==> config.mk <==
export PLATFORM = sky130hd
export DESIGN_NAME = stack_seq_unit
export DESIGN_NICKNAME = d
export VERILOG_FILES = /design/src/rtl/stack_seq_unit.sv
export SDC_FILE = /design/constraint.sdc
export NUM_CORES = 1
export LEC_CHECK = 0
export BUFFER_PORTS_ARGS = -buffer_cell sky130_fd_sc_hd__buf_2
export CAP_MARGIN = 40
export CORE_MARGIN = 3
export CORE_UTILIZATION = 27
export DETAILED_ROUTE_END_ITERATION = 16
export HOLD_SLACK_MARGIN = 0.03
export PLACE_DENSITY = 0.45
export RECOVER_POWER = 50
export SETUP_SLACK_MARGIN = 0.05
export SYNTH_ARGS = -nofsm -noshare
export SYNTH_HDL_FRONTEND = slang
export SYNTH_SLANG_ARGS = --single-unit
export TNS_END_PERCENT = 20
==> constraint.sdc <==
create_clock -name clk -period 4.4 [get_ports clk]
set_input_delay 0.66 -clock clk [delete_from_list [all_inputs] [get_ports clk]]
set_output_delay 0.66 -clock clk [all_outputs]
set_load 0.02 [all_outputs]
==> src/rtl/stack_seq_unit.sv <==
// rtl/stack_seq_unit.sv - stack micro-sequencer for interrupt entry, CALL, RET and RETI
//
// Purpose:
//    Owns the multi-cycle stack sequences of the decode stage. While busy is
//    high its strobes override fetch/decode enables and drive the memory-stage
//    stack signals. The trigger cycle is the first step of a sequence, so all
//    outputs decode combinationally from (state, cnt, trigger); state is registered.
//
// Ports:
//    clk, rst_n            clock, asynchronous active-low reset
//    opcode, op_valid      instruction currently in decode
//    interrupt             external interrupt request
//    stall                 hazard hold; freezes the sequencer
//    busy                  sequence in progress (including trigger cycle)
//    fd_enable, pc_enable  fetch/decode buffer and PC update enables
//    jump_sel              00 seq, 01 call target, 10 interrupt vector, 11 popped PC
//    mem_rd, mem_wr, sp_wr stack pop / push / SP update strobes
//    item_idx              0 = flags, k+1 = PC word k
//    wb_flags, wb_pc       write-back of popped flags / PC word
//
// Configuration:
//    STACK_SEQ_INT_LATCH_EN  when defined, an interrupt seen while busy is
//                            latched in pending and serviced at the next IDLE.

module stack_seq_unit #(
   parameter int                PC_WORDS     = 2,
   parameter int                DRAIN_CYCLES = 2,
   parameter int                OP_W         = 6,
   parameter logic [OP_W-1:0]   OP_CALL      = 6'b100101,
   parameter logic [OP_W-1:0]   OP_RET       = 6'b100110,
   parameter logic [OP_W-1:0]   OP_RETI      = 6'b100111,
   localparam int               IW           = $clog2(PC_WORDS + 1)
) (
   input  logic            clk,
   input  logic            rst_n,
   input  logic [OP_W-1:0] opcode,
   input  logic            op_valid,
   input  logic            interrupt,
   input  logic            stall,
   output logic            busy,
   output logic            fd_enable,
   output logic            pc_enable,
   output logic [1:0]      jump_sel,
   output logic            mem_rd,
   output logic            mem_wr,
   output logic            sp_wr,
   output logic [IW-1:0]   item_idx,
   output logic            wb_flags,
   output logic            wb_pc
);

   typedef enum logic [2:0] {
      S_IDLE,
      S_PUSH_F,
      S_PUSH_PC,
      S_POP_PC,
      S_POP_F,
      S_DRAIN
   } state_t;

   // cnt only needs to reach 3 since both PC_WORDS and DRAIN_CYCLES are 1..4
   localparam logic [1:0] LAST_PC = 2'(PC_WORDS - 1);
   localparam logic [1:0] LAST_DR = 2'(DRAIN_CYCLES - 1);

   state_t     state_q, state_d, cur_st;
   logic [1:0] cnt_q, cnt_d, cur_cnt;
   // kind distinguishes INT from CALL in PUSH_PC and RETI from RET in POP_PC
   logic       kind_q, kind_d, cur_kind;
   logic       trig_int;
   logic       int_req;

`ifdef STACK_SEQ_INT_LATCH_EN
   logic pending_q, pending_d;
   assign int_req = interrupt | pending_q;
`else
   assign int_req = interrupt;
`endif

   // Effective step for this cycle: in IDLE an accepted trigger becomes step 0
   always_comb begin
      cur_st   = state_q;
      cur_cnt  = cnt_q;
      cur_kind = kind_q;
      trig_int = 1'b0;
      if (state_q == S_IDLE && !stall) begin
         if (int_req) begin
            cur_st   = S_PUSH_F;
            cur_cnt  = 2'd0;
            cur_kind = 1'b1;
            trig_int = 1'b1;
         end else if (op_valid && opcode == OP_RETI) begin
            cur_st   = S_POP_PC;
            cur_cnt  = LAST_PC;
            cur_kind = 1'b1;
         end else if (op_valid && opcode == OP_RET) begin
            cur_st   = S_POP_PC;
            cur_cnt  = LAST_PC;
            cur_kind = 1'b0;
         end else if (op_valid && opcode == OP_CALL) begin
            cur_st   = S_PUSH_PC;
            cur_cnt  = 2'd0;
            cur_kind = 1'b0;
         end
      end
   end

   // Output decode and next-state
   always_comb begin
      busy      = (cur_st != S_IDLE);
      fd_enable = 1'b0;
      pc_enable = 1'b0;
      jump_sel  = 2'b00;
      mem_rd    = 1'b0;
      mem_wr    = 1'b0;
      sp_wr     = 1'b0;
      item_idx  = '0;
      wb_flags  = 1'b0;
      wb_pc     = 1'b0;
      state_d   = cur_st;
      cnt_d     = cur_cnt;
      kind_d    = cur_kind;

      case (cur_st)
         S_IDLE: begin
            fd_enable = 1'b1;
            pc_enable = 1'b1;
         end
         S_PUSH_F: begin
            mem_wr  = 1'b1;
            sp_wr   = 1'b1;
            state_d = S_PUSH_PC;
            cnt_d   = 2'd0;
         end
         S_PUSH_PC: begin
            mem_wr   = 1'b1;
            sp_wr    = 1'b1;
            item_idx = IW'({1'b0, cur_cnt} + 3'd1);
            // INT redirects to the vector on its first PC push
            if (cur_kind && cur_cnt == 2'd0) begin
               pc_enable = 1'b1;
               jump_sel  = 2'b10;
            end
            if (cur_cnt == LAST_PC) begin
               fd_enable = 1'b1;
               if (!cur_kind) begin
                  pc_enable = 1'b1;
                  jump_sel  = 2'b01;
               end
               state_d = S_IDLE;
               cnt_d   = 2'd0;
            end else begin
               cnt_d = cur_cnt + 2'd1;
            end
         end
         S_POP_PC: begin
            mem_rd   = 1'b1;
            sp_wr    = 1'b1;
            wb_pc    = 1'b1;
            item_idx = IW'({1'b0, cur_cnt} + 3'd1);
            if (cur_cnt == 2'd0) begin
               state_d = cur_kind ? S_POP_F : S_DRAIN;
            end else begin
               cnt_d = cur_cnt - 2'd1;
            end
         end
         S_POP_F: begin
            mem_rd   = 1'b1;
            sp_wr    = 1'b1;
            wb_flags = 1'b1;
            state_d  = S_DRAIN;
            cnt_d    = 2'd0;
         end
         S_DRAIN: begin
            if (cur_cnt == LAST_DR) begin
               fd_enable = 1'b1;
               pc_enable = 1'b1;
               jump_sel  = 2'b11;
               state_d   = S_IDLE;
               cnt_d     = 2'd0;
            end else begin
               cnt_d = cur_cnt + 2'd1;
            end
         end
         default: begin
            state_d = S_IDLE;
            cnt_d   = 2'd0;
         end
      endcase

      if (stall) begin
         fd_enable = 1'b0;
         pc_enable = 1'b0;
         mem_rd    = 1'b0;
         mem_wr    = 1'b0;
         sp_wr     = 1'b0;
         wb_flags  = 1'b0;
         wb_pc     = 1'b0;
         state_d   = state_q;
         cnt_d     = cnt_q;
         kind_d    = kind_q;
      end
   end

`ifdef STACK_SEQ_INT_LATCH_EN
   // Entering PUSH_F consumes the request; otherwise any interrupt seen while busy is kept
   always_comb begin
      pending_d = pending_q;
      if (trig_int) begin
         pending_d = 1'b0;
      end else if (busy && interrupt) begin
         pending_d = 1'b1;
      end
   end
`endif

   always_ff @(posedge clk or negedge rst_n) begin
      if (!rst_n) begin
         state_q   <= S_IDLE;
         cnt_q     <= 2'd0;
         kind_q    <= 1'b0;
`ifdef STACK_SEQ_INT_LATCH_EN
         pending_q <= 1'b0;
`endif
      end else begin
         state_q   <= state_d;
         cnt_q     <= cnt_d;
         kind_q    <= kind_d;
`ifdef STACK_SEQ_INT_LATCH_EN
         pending_q <= pending_d;
`endif
      end
   end

endmodule

* Word level (Yosys, flattened, before mapping)
Cells that the tools add are included.
** Storage, ports and cells
- Register bits :: 6
- Bits of input ports :: 11
- Output and inout bits :: 12
- Logic and storage cells :: 76
** Operators by class
- Add/subtract/negate cells :: 3
- Equality and inequality tests :: 9
- Muxes and demuxes :: 46
- Reductions and logical operators :: 15
** Operators by type and width (number)
- two-way mux 2 bit :: 12
- two-way mux 1 bit :: 22
- two-way mux 3 bit :: 7
- equality test 6 bit (second input constant) :: 3
- one-hot mux 3 bit (5 select lines) :: 1
- OR reduction 2 bit :: 4
- equality test 3 x 2 -> 1 bit (second input constant) :: 2
- equality test 3 bit (second input constant) :: 2
- logical NOT 3 bit :: 2
- one-hot mux 2 bit (3 select lines) :: 1
- logical AND 1 bit :: 5
- adder 2 x 1 -> 2 bit (second input constant) :: 2
- one-hot mux 2 bit (2 select lines) :: 1
- OR reduction 4 bit :: 1
- equality test 3 x 1 -> 1 bit (second input constant) :: 1
- one-hot mux 1 bit (3 select lines) :: 1
- nonzero test 3 bit :: 1
- equality test 2 x 1 -> 1 bit (second input constant) :: 1
- logical NOT 2 bit :: 1
- one-hot mux 1 bit (2 select lines) :: 1
- subtractor 2 x 1 -> 2 bit (second input constant) :: 1
- logical NOT 1 bit :: 1

* Depth between registers and ports, before layout
Gate-level depths: netlist (run 1).
- Word-level depth :: 14
- Depth in mapped cells :: 11
- Gate-level depth less buffers :: 11

* Least setup slack after synthesis (run 1)
Ideal clock, no wire load.
- Path type :: input port to output port
- Start point :: input port stall
- End point :: output port pc_enable
- Arrival :: 2.756 ns
- Data required time :: 3.740 ns
- Slack :: 0.984 ns
- Stages :: 9
- Path buffers :: 1
- Cell sequence :: clkbuf_1 -> or4_4 -> a221oi_1 -> ha_1 -> inv_1 -> nor3_1 -> a22oi_1 -> o32a_1 -> o21ai_2
** On the way
- Word-level cells in the longest chain between the ends :: 10
- Elaborated cells on any way between the ends :: 17
- Classes of those cells :: eq/ne: 3; mux: 9; reduce/logical: 5
** Ends and longest elaborated chain
- start, declared :: line 39 : input logic stall,
- logical NOT 1 bit :: line 85 : if (state_q == S_IDLE && !stall) begin
- logical AND 1 bit :: line 85
- two-way mux 2 bit :: line 85
- logical NOT 2 bit :: line 139 : if (cur_kind && cur_cnt == 2'd0) begin
- logical AND 1 bit :: line 139
- two-way mux 1 bit :: line 139
- two-way mux 1 bit :: line 145 : if (!cur_kind) begin
- two-way mux 1 bit :: line 143 : if (cur_cnt == LAST_PC) begin
- one-hot mux 1 bit (3 select lines) :: line 123 : case (cur_st)
- two-way mux 1 bit (*) :: line 190 : if (stall) begin
- end, declared :: line 42 : output logic pc_enable,
Mark *: on every way between the ends. The rest lies on a longest branch, timed or not.

* Worst setup path after layout (run 1)
- Start point :: register state_q[0]
- End point :: output port pc_enable
** On the way
- Word-level cells in the longest chain between the ends :: 10
- Elaborated cells on any way between the ends :: 21
- Classes of those cells :: eq/ne: 3; mux: 13; reduce/logical: 5
** Ends and longest elaborated chain
- start, declared :: line 65 : state_t state_q, state_d, cur_st;
- start signal, assigned :: line 225 : state_q <= state_d;
- logical NOT 3 bit :: line 85
- logical AND 1 bit :: line 85
- two-way mux 2 bit :: line 85
- logical NOT 2 bit :: line 139
- logical AND 1 bit :: line 139
- two-way mux 1 bit :: line 139
- two-way mux 1 bit :: line 145
- two-way mux 1 bit :: line 143
- one-hot mux 1 bit (3 select lines) (*) :: line 123
- two-way mux 1 bit (*) :: line 190
Marked as above.

==> results.sh, run 1 <==
export IMPL_fin_crit_sh_pct=88.7
export IMPL_cp_required_ps=3740
export IMPL_synth_compound_area_share_pct=32.9
export IMPL_clock_latency_ps=240
export IMPL_vias=938
export IMPL_grt_overflow=0
export IMPL_synth_top_family_by_area="simple AND/OR/NAND/NOR gates"
export IMPL_ioPinCount=23
export IMPL_die_w_um=61.3
export IMPL_synthAdderAreaFrac_pct=7.58
export IMPL_worstPathArrival_ps=3240
export IMPL_drc_errors=0
export IMPL_clk_pin_slew_ps=50
export IMPL_grt_pass1_vias=886
export IMPL_synth_edf_count=0
export IMPL_cts_resized=0
export IMPL_relSlewSlack_pct=60.0
export IMPL_synth_main_ff_cell="dfrtp_1"
export IMPL_yosys_top_cells_area="dfrtp_1 18%, ha_1 7.6%, nor2_1 5.9%"
export IMPL_skew_ps=3.90
export IMPL_cts_setup_buffers=0
export IMPL_wl_mm=2.65
export IMPL_cts_tree="yes"
export IMPL_slowest_delay_ps=730
export IMPL_yosys_area_share_simple_pct=33.5
export IMPL_syn_to_final_growth_pct=19.7
export IMPL_ant_nets=0
export IMPL_r2r_end="state_q[1]$_DFFE_PN0N_"
export IMPL_hold_viol_final=0
export IMPL_place_port_buffers=22
export IMPL_cap_violations=0
export IMPL_cp_start_kind="flop"
export IMPL_cts_buffer_depth=2
export IMPL_fin_nets=151
export IMPL_gp_congestion=0.773
export IMPL_syn_area_per_cell_sq_um=7.51
export IMPL_grt_usage_pct=15.3
export IMPL_ff2ff_path_depth=6
export IMPL_netlist_cell_type_count=43
export IMPL_cts_sinks=6
export IMPL_tns_ps=0
export IMPL_synth_xor_area_share_pct=1.06
export IMPL_cts_inserted_buffers=3
export IMPL_die_area_sq_mm=0.00376
export IMPL_worstMarginPinSlew_ps=597
export IMPL_hold_buffers=0
export IMPL_yosys_warnings=0
export IMPL_synth_mux_area_share_pct=0
export IMPL_powerDensity_mw_per_mm2=631
export IMPL_avgViaCountPerCell=5.72
export IMPL_fmax_mhz=256
export IMPL_reg2reg_from="state_q[0]$_DFFE_PN0N_"
export IMPL_n_antenna_cell=0
export IMPL_min_path_type="input port to async pin"
export IMPL_ys_top_cells_by_count="13 x nor2_1, 9 x nor3_1, 7 x inv_1, 7 x nand2_1, 6 x dfrtp_1"
export IMPL_crit_fanout=14
export IMPL_antenna_found_initial=0
export IMPL_leakage_uw=0.000449
export IMPL_synth_top_cell_area_share_pct=18.2
export IMPL_maxSlewViolCount=0
export IMPL_seq_area_frac_synth_pct=18.2
export IMPL_dp_worst_setup_slack_ps=694
export IMPL_crit_type="flop to output port"
export IMPL_reg2reg_slack_ps=1340
export IMPL_cp_cell_sequence="or4_1, a221oi_1, ha_1, inv_1, nor3_1, a22oi_1, o32a_1, o21ai_2, buf_2"
export IMPL_finalSetupViolCount=0
export IMPL_die_y_um=61.3
export IMPL_netlist_area_sq_um=826
export IMPL_grt_pass1_wl_mm=4.34
export IMPL_drive_above_1_share_pct=24.1
export IMPL_slowest_stage="or4_1"
export IMPL_status="completed"
export IMPL_grt_start_max_net_pins=19
export IMPL_critPathCapture="pc_enable"
export IMPL_syn_nets=126
export IMPL_synth_most_common_cell="nor2_1"
export IMPL_clockRootBuffer="clkbuf_4"
export IMPL_core_area_sq_mm=0.00283
export IMPL_cts_htree_levels=1
export IMPL_layout_min_cycle_time_ps=3900
export IMPL_endpoint_kind="output port"
export IMPL_std_cell_rows=19
export IMPL_initial_core_util_pct=29.2
export IMPL_synth_async_reset_ratio_pct=100
export IMPL_worst_slack_ps=499
export IMPL_dpl_hpwl_mm=2.05
export IMPL_rsz0062_at_grt="no"
export IMPL_ys_ff_latch=6
export IMPL_synthCells=110
export IMPL_yosysTopAreaCell="dfrtp_1"
export IMPL_startpoint="state_q[0]$_DFFE_PN0N_"
export IMPL_drtIter0Drc=28
export IMPL_drt_wirelength_per_cell_um=16.1
export IMPL_drtPass1Iterations=4
export IMPL_ir_drop_uv=202
[kinds of logic after synthesis]
kind of cell	after synthesis
flip-flops	6
XOR/XNOR	1
AO/OA/AOI/OAI	34
adder cells (fa/ha/maj)	5
buffers and inverters	13
AND/OR/NAND/NOR	51
[routing by layer]
layer  GRT usage (%)  vias up  part of all wire, %
met5               0        -                    0
met4            1.24        0                    0
met3            3.98        0                  6.3
met2            24.5       30                   45
met1            21.6      444                   49
li1                -      464                    -
[through the flow]
| stage | area (sq um) | total power [uW] | cells | hold WS [ps] | utilization (%) |
|---|---|---|---|---|---|
| 6_report | 988 | 624 | 164 | 284 | 34.9 |
| 5_1_grt | 988 | 687 | 164 | 299 | 34.9 |
| 4_1_cts | 997 | 634 | 164 | 234 | 35.2 |
| 3_5_place_dp | 975 | 581 | 161 | 492 | 34.5 |
| 3_3_place_gp | 975 | 587 | 161 | 488 | 34.5 |
| 2_1_floorplan | 826 | 447 | 110 | 364 | - |
[worst max-delay path, delay by kind of cell, from the launching register on]
kind | cells | cell delay [ps]
buf+inv | 2 | 230
flops | 1 | 550
compound gates | 4 | 1020
fa+ha+maj | 1 | 290
simple gates | 2 | 900
[where the power goes]
| group | switching (uW) | total [uW] | internal (uW) |
|---|---|---|---|
| sequential | 26.1 | 102 | 75.6 |
| combinational | 303 | 472 | 168 |
| clock | 19.6 | 50.4 | 30.8 |
| total | 349 | 624 | 275 |
[cell usage in the layout (no fill, tap or decap), drive strengths merged, types with 3 or more instances in the layout]
| cell type | count |
|---|---|
| a21oi | 6 |
| o21ai | 5 |
| nand4 | 3 |
| nand3 | 4 |
| nor3 | 9 |
| nand2 | 7 |
| ha | 5 |
| dfrtp | 6 |
| inv | 7 |
| clkbuf | 7 |
| nor2 | 13 |
| buf | 22 |
[final cells by class]
type / count / area [sq um]
Fill cell: 316 / 1840
Multi-Input combinational cell: 91 / 616
Sequential cell: 6 / 150
Timing Repair Buffer: 26 / 135
Tap cell: 31 / 38.8
Inverter: 7 / 26.3
Clock buffer: 3 / 22.5
[registers in the layout (all words and copies together), names as in the netlist]
signal,count
kind_q,1
cnt_q,2
state_q,3
[worst min path at each step]
stage,cells after the start,to,slack (ps)
2_1_floorplan,0,cnt_q[0]$_DFFE_PN0N_,360
3_3_place_gp,1,kind_q$_DFFE_PN0N_,490
3_5_place_dp,1,cnt_q[1]$_DFFE_PN0N_,490
4_1_cts,1,cnt_q[1]$_DFFE_PN0N_,230
5_1_grt,1,state_q[2]$_DFFE_PN0N_,300
6_report,1,cnt_q[1]$_DFFE_PN0N_,280
Power figures use the tool's default switching activity.
==> run 2, diff against run 1 <==
Settings changed: CORE_MARGIN 3 to 1.5.
==> results.sh, run 2 (synthesis results as in run 1) <==
export IMPL_hold_viol_final=0
export IMPL_clk_pin_slew_ps=50
export IMPL_worst_slack_ps=500
export IMPL_drive_above_1_share_pct=24.1
export IMPL_skew_ps=4.28
export IMPL_cp_cell_sequence="or4_1, a221oi_1, ha_1, inv_1, nor3_1, a22oi_1, o32a_1, o21ai_2, buf_2"
export IMPL_crit_type="flop to output port"
export IMPL_rsz0062_at_grt="no"
export IMPL_ir_drop_uv=221
export IMPL_die_y_um=58.3
export IMPL_cts_resized=0
export IMPL_clockRootBuffer="clkbuf_4"
export IMPL_cts_buffer_depth=2
export IMPL_relSlewSlack_pct=63.5
export IMPL_hold_buffers=0
export IMPL_reg2reg_from="state_q[0]$_DFFE_PN0N_"
export IMPL_combPwrFrac_pct=75.5
export IMPL_cts_htree_levels=1
export IMPL_leakage_uw=0.000449
export IMPL_core_area_sq_mm=0.00283
export IMPL_syn_to_final_growth_pct=19.7
export IMPL_grt_overflow=0
export IMPL_tns_ps=0
export IMPL_fin_nets=151
export IMPL_seqPwrFrac_pct=16.4
export IMPL_vias=957
export IMPL_avgViaCountPerCell=5.84
export IMPL_cap_violations=0
export IMPL_std_cell_rows=19
export IMPL_layout_min_cycle_time_ps=3900
export IMPL_finish_utilization_pct=34.9
export IMPL_cp_required_ps=3740
export IMPL_internal_power_uw=275
export IMPL_wl_mm=2.58
export IMPL_dpl_hpwl_mm=1.98
export IMPL_min_path_type="input port to async pin"
export IMPL_ioPinCount=23
export IMPL_clkPwrFrac_pct=8.1
export IMPL_cp_top_family="compound AO/OA/AOI/OAI gates"
export IMPL_drt_wirelength_per_cell_um=15.7
export IMPL_power_switching_uw=346
export IMPL_grt_pass1_vias=878
export IMPL_ff2ff_path_depth=6
export IMPL_status="completed"
export IMPL_drtPass1Iterations=4
export IMPL_cts_inserted_buffers=3
export IMPL_n_fill_cell=322
export IMPL_worst_path_stages=9
export IMPL_slowest_stage="or4_1"
export IMPL_crit_fanout=14
export IMPL_grt_usage_pct=16.5
export IMPL_die_w_um=58.3
export IMPL_cts_tree="yes"
export IMPL_drc_errors=0
export IMPL_powerDensity_mw_per_mm2=629
export IMPL_r2r_end="state_q[1]$_DFFE_PN0N_"
export IMPL_worstPathArrival_ps=3240
export IMPL_die_area_sq_mm=0.00340
export IMPL_antenna_found_initial=0
export IMPL_worstMarginPinSlew_ps=545
export IMPL_cts_sinks=6
export IMPL_regMostFlops="state_q"
export IMPL_final_area_sq_um=988
export IMPL_initial_core_util_pct=29.2
export IMPL_place_port_buffers=22
export IMPL_fmax_mhz=256
export IMPL_largest_reg_flops=3
export IMPL_slowest_delay_ps=730
export IMPL_gp_congestion=0.837
export IMPL_ant_nets=0
export IMPL_drtIter0Drc=44
export IMPL_clock_latency_ps=240
export IMPL_power_total_uw=621
export IMPL_cts_setup_buffers=0
export IMPL_grt_pass1_wl_mm=4.34
export IMPL_cp_num_buf_inv=2
export IMPL_n_antenna_cell=0
export IMPL_cp_start_kind="flop"
export IMPL_final_common_cell="buf_2"
export IMPL_layout_common_cells="18 x buf_2, 13 x nor2_1, 9 x nor3_1"
export IMPL_dp_worst_setup_slack_ps=722
export IMPL_switching_share_pct=55.7
export IMPL_endpoint_kind="output port"
export IMPL_reg2reg_slack_ps=1330
export IMPL_fin_crit_sh_pct=88.6
export IMPL_grt_start_max_net_pins=19
export IMPL_biggestRegsByFlops="state_q (3), cnt_q (2), kind_q (1)"
export IMPL_maxSlewViolCount=0
export IMPL_finalSetupViolCount=0
export IMPL_dpl_instance_area_sq_um=975
==> run 2: cell counts in the layout (fill, tap and decap cells not counted) <==
No cell type changed its count.
==> run 2: metrics by stage <==
| stage | instances | hold WS, ps |
|---|---|---|
| 2_1_floorplan | 110 | 364 |
| 3_3_place_gp | 161 | 486 |
| 3_5_place_dp | 161 | 492 |
| 4_1_cts | 164 | 226 |
| 5_1_grt | 164 | 301 |
| 6_report | 164 | 277 |
==> run 2: how the worst max path moves through the flow <==
stage                                      start   endpoint
final                     state_q[0]$_DFFE_PN0N_  pc_enable
after global routing      state_q[0]$_DFFE_PN0N_  pc_enable
after CTS                 state_q[0]$_DFFE_PN0N_  pc_enable
after detailed placement                   stall  pc_enable
after global placement                     stall  pc_enable
after floorplan                            stall  pc_enable
==> run 2: per-layer routing <==
layer  wire length (um)  track usage (%)  vias up
met5                  0                0        -
met4                  0            0.997        0
met3                272             4.18        0
met2               1140             24.9       51
met1               1170             24.7      442
li1                   -                -      464
==> run 2: area by class of cell <==
type,count,area (sq um),area share (%)
Tap cell,31,38.8,3.92
Inverter,7,26.3,2.66
Sequential cell,6,150,15.2
Clock buffer,3,22.5,2.28
Multi-Input combinational cell,91,616,62.3
Timing Repair Buffer,26,135,13.7
==> run 2: power groups by stage <==
stage               combinational [uW]  clock [uW]  sequential [uW]
floorplan                          358           0             89.6
finish                             469        50.3              102
CTS                                478        53.3              102
global placement                   482           0              104
global route                       521        55.6              105
detailed placement                 475           0              102
==> run 2: worst reg2reg max path, cell delays in order, from the launching register on <==
cell	delay, ps
dfrtp_1	560
or4_1	730
a221oi_1	580
inv_1	200
ha_1	310
or4_1	550
nand3_1	80
==> run 3, diff against run 2 <==
==> constraint.sdc (replaced) <==
create_clock -name clk -period 4.4 [get_ports clk]
set_input_delay 0.88 -clock clk [delete_from_list [all_inputs] [get_ports clk]]
set_output_delay 0.88 -clock clk [all_outputs]
set_load 0.02 [all_outputs]
==> results.sh, run 3 (synthesis results as in run 1) <==
export IMPL_startpoint="stall"
export IMPL_die_area_sq_mm=0.00340
export IMPL_fin_crit_sh_pct=90.2
export IMPL_cts_inserted_buffers=3
export IMPL_layout_min_cycle_time_ps=3970
export IMPL_grt_pass1_wl_mm=4.34
export IMPL_wl_mm=2.55
export IMPL_rsz0062_at_grt="no"
export IMPL_min_path_type="input port to async pin"
export IMPL_cts_setup_buffers=0
export IMPL_regMostFlops="state_q"
export IMPL_fmax_mhz=252
export IMPL_cp_start_kind="input port"
export IMPL_final_common_cell="buf_2"
export IMPL_tns_ps=0
export IMPL_initial_core_util_pct=29.2
export IMPL_drive_above_1_share_pct=25.9
export IMPL_skew_ps=6.51
export IMPL_cts_sinks=6
export IMPL_cts_resized=0
export IMPL_core_area_sq_mm=0.00283
export IMPL_drtPass1Iterations=4
export IMPL_clock_latency_ps=240
export IMPL_cts_buffer_depth=2
export IMPL_cts_htree_levels=1
export IMPL_hold_viol_final=0
export IMPL_finalSetupViolCount=0
export IMPL_drtIter0Drc=20
export IMPL_die_w_um=58.3
export IMPL_relSlewSlack_pct=60.7
export IMPL_seq_area_sq_um=150
export IMPL_vias=935
export IMPL_dp_worst_setup_slack_ps=472
export IMPL_dp_cells=163
export IMPL_gp_congestion=0.786
export IMPL_grt_pass1_vias=970
export IMPL_syn_to_final_growth_pct=21.4
export IMPL_n_fill_cell=311
export IMPL_crit_fanout=5
export IMPL_multiInputGateArea_sq_um=616
export IMPL_worst_slack_ps=431
export IMPL_fin_nets=153
export IMPL_grt_overflow=0
export IMPL_ioPinCount=23
export IMPL_antenna_found_initial=0
export IMPL_ant_nets=0
export IMPL_crit_type="input port to output port"
export IMPL_avgViaCountPerCell=5.63
export IMPL_endpoint_kind="output port"
export IMPL_grt_usage_pct=16.0
export IMPL_largest_reg_flops=3
export IMPL_die_y_um=58.3
export IMPL_hold_buffers=0
export IMPL_n_antenna_cell=0
export IMPL_worstPathArrival_ps=3090
export IMPL_final_cells=166
export IMPL_std_cell_rows=19
export IMPL_layout_common_cells="20 x buf_2, 13 x nor2_1, 9 x nor3_1"
export IMPL_clk_pin_slew_ps=50
export IMPL_worstMarginPinSlew_ps=586
export IMPL_leakage_uw=0.000461
export IMPL_reg2reg_from="state_q[0]$_DFFE_PN0N_"
export IMPL_drt_wirelength_per_cell_um=15.4
export IMPL_cp_required_ps=3520
export IMPL_place_port_buffers=22
export IMPL_drc_errors=0
export IMPL_ir_drop_uv=216
export IMPL_dpl_hpwl_mm=2.01
export IMPL_biggestRegsByFlops="state_q (3), cnt_q (2), kind_q (1)"
export IMPL_grt_start_max_net_pins=18
export IMPL_cap_violations=0
export IMPL_status="completed"
export IMPL_powerDensity_mw_per_mm2=627
export IMPL_maxSlewViolCount=0
export IMPL_cts_tree="yes"
export IMPL_clockRootBuffer="clkbuf_4"
run 3: cell count changes in the layout (fill, tap and decap cells not counted), sizes merged:
cell | before | now
buf | 22 | 25
clkbuf | 7 | 6
run 3: final timing paths:
path                                          endpoint  cells past startpoint  slack [ps]
worst min register to register      kind_q$_DFFE_PN0N_                      2         640
worst min-delay path            state_q[0]$_DFFE_PN0N_                      1         490
worst max-delay path                         pc_enable                     10         430
max in group asynchronous         cnt_q[0]$_DFFE_PN0N_                      1        3670
worst max register to register  state_q[1]$_DFFE_PN0N_                      7        1460
min in group clk                    kind_q$_DFFE_PN0N_                      2         640
run 3: final cells by class:
type                            instances  area share (%)
Tap cell                               31            3.87
Clock buffer                            3            2.25
Multi-Input combinational cell         91            61.4
Timing Repair Buffer                   28            14.9
Inverter                                7            2.62
Sequential cell                         6            15.0
run 3: stage by stage:
step | hold slack, ps | instance area (sq um) | power (uW) | util (%)
after floorplan | 566 | 826 | 447 | -
after global placement | 645 | 990 | 594 | 35.0
after detailed placement | 647 | 990 | 587 | 35.0
after CTS | 448 | 1010 | 641 | 35.8
after global routing | 512 | 1000 | 683 | 35.4
final | 494 | 1000 | 629 | 35.4
run 3: critical path, stage by stage:
cell	delay (ps)
buf_2	100
or4_1	550
a221oi_1	410
ha_1	270
inv_1	70
nor3_1	180
a22oi_1	140
o32a_1	210
o21ai_2	100
buf_2	170
run 3: report_power, final:
| part | internal [uW] | switching (uW) |
|---|---|---|
| Combinational | 174 | 305 |
| Clock | 30.7 | 17.6 |
| Sequential | 75.8 | 26.2 |
run 3: layer usage:
| layer | global-route usage, % | part of all wire [%] |
|---|---|---|
| met5 | 0 | 0 |
| met3 | 3.96 | 4.1 |
| met1 | 21.1 | 51 |
| met2 | 26.6 | 43 |
| met4 | 2.99 | 1.7 |
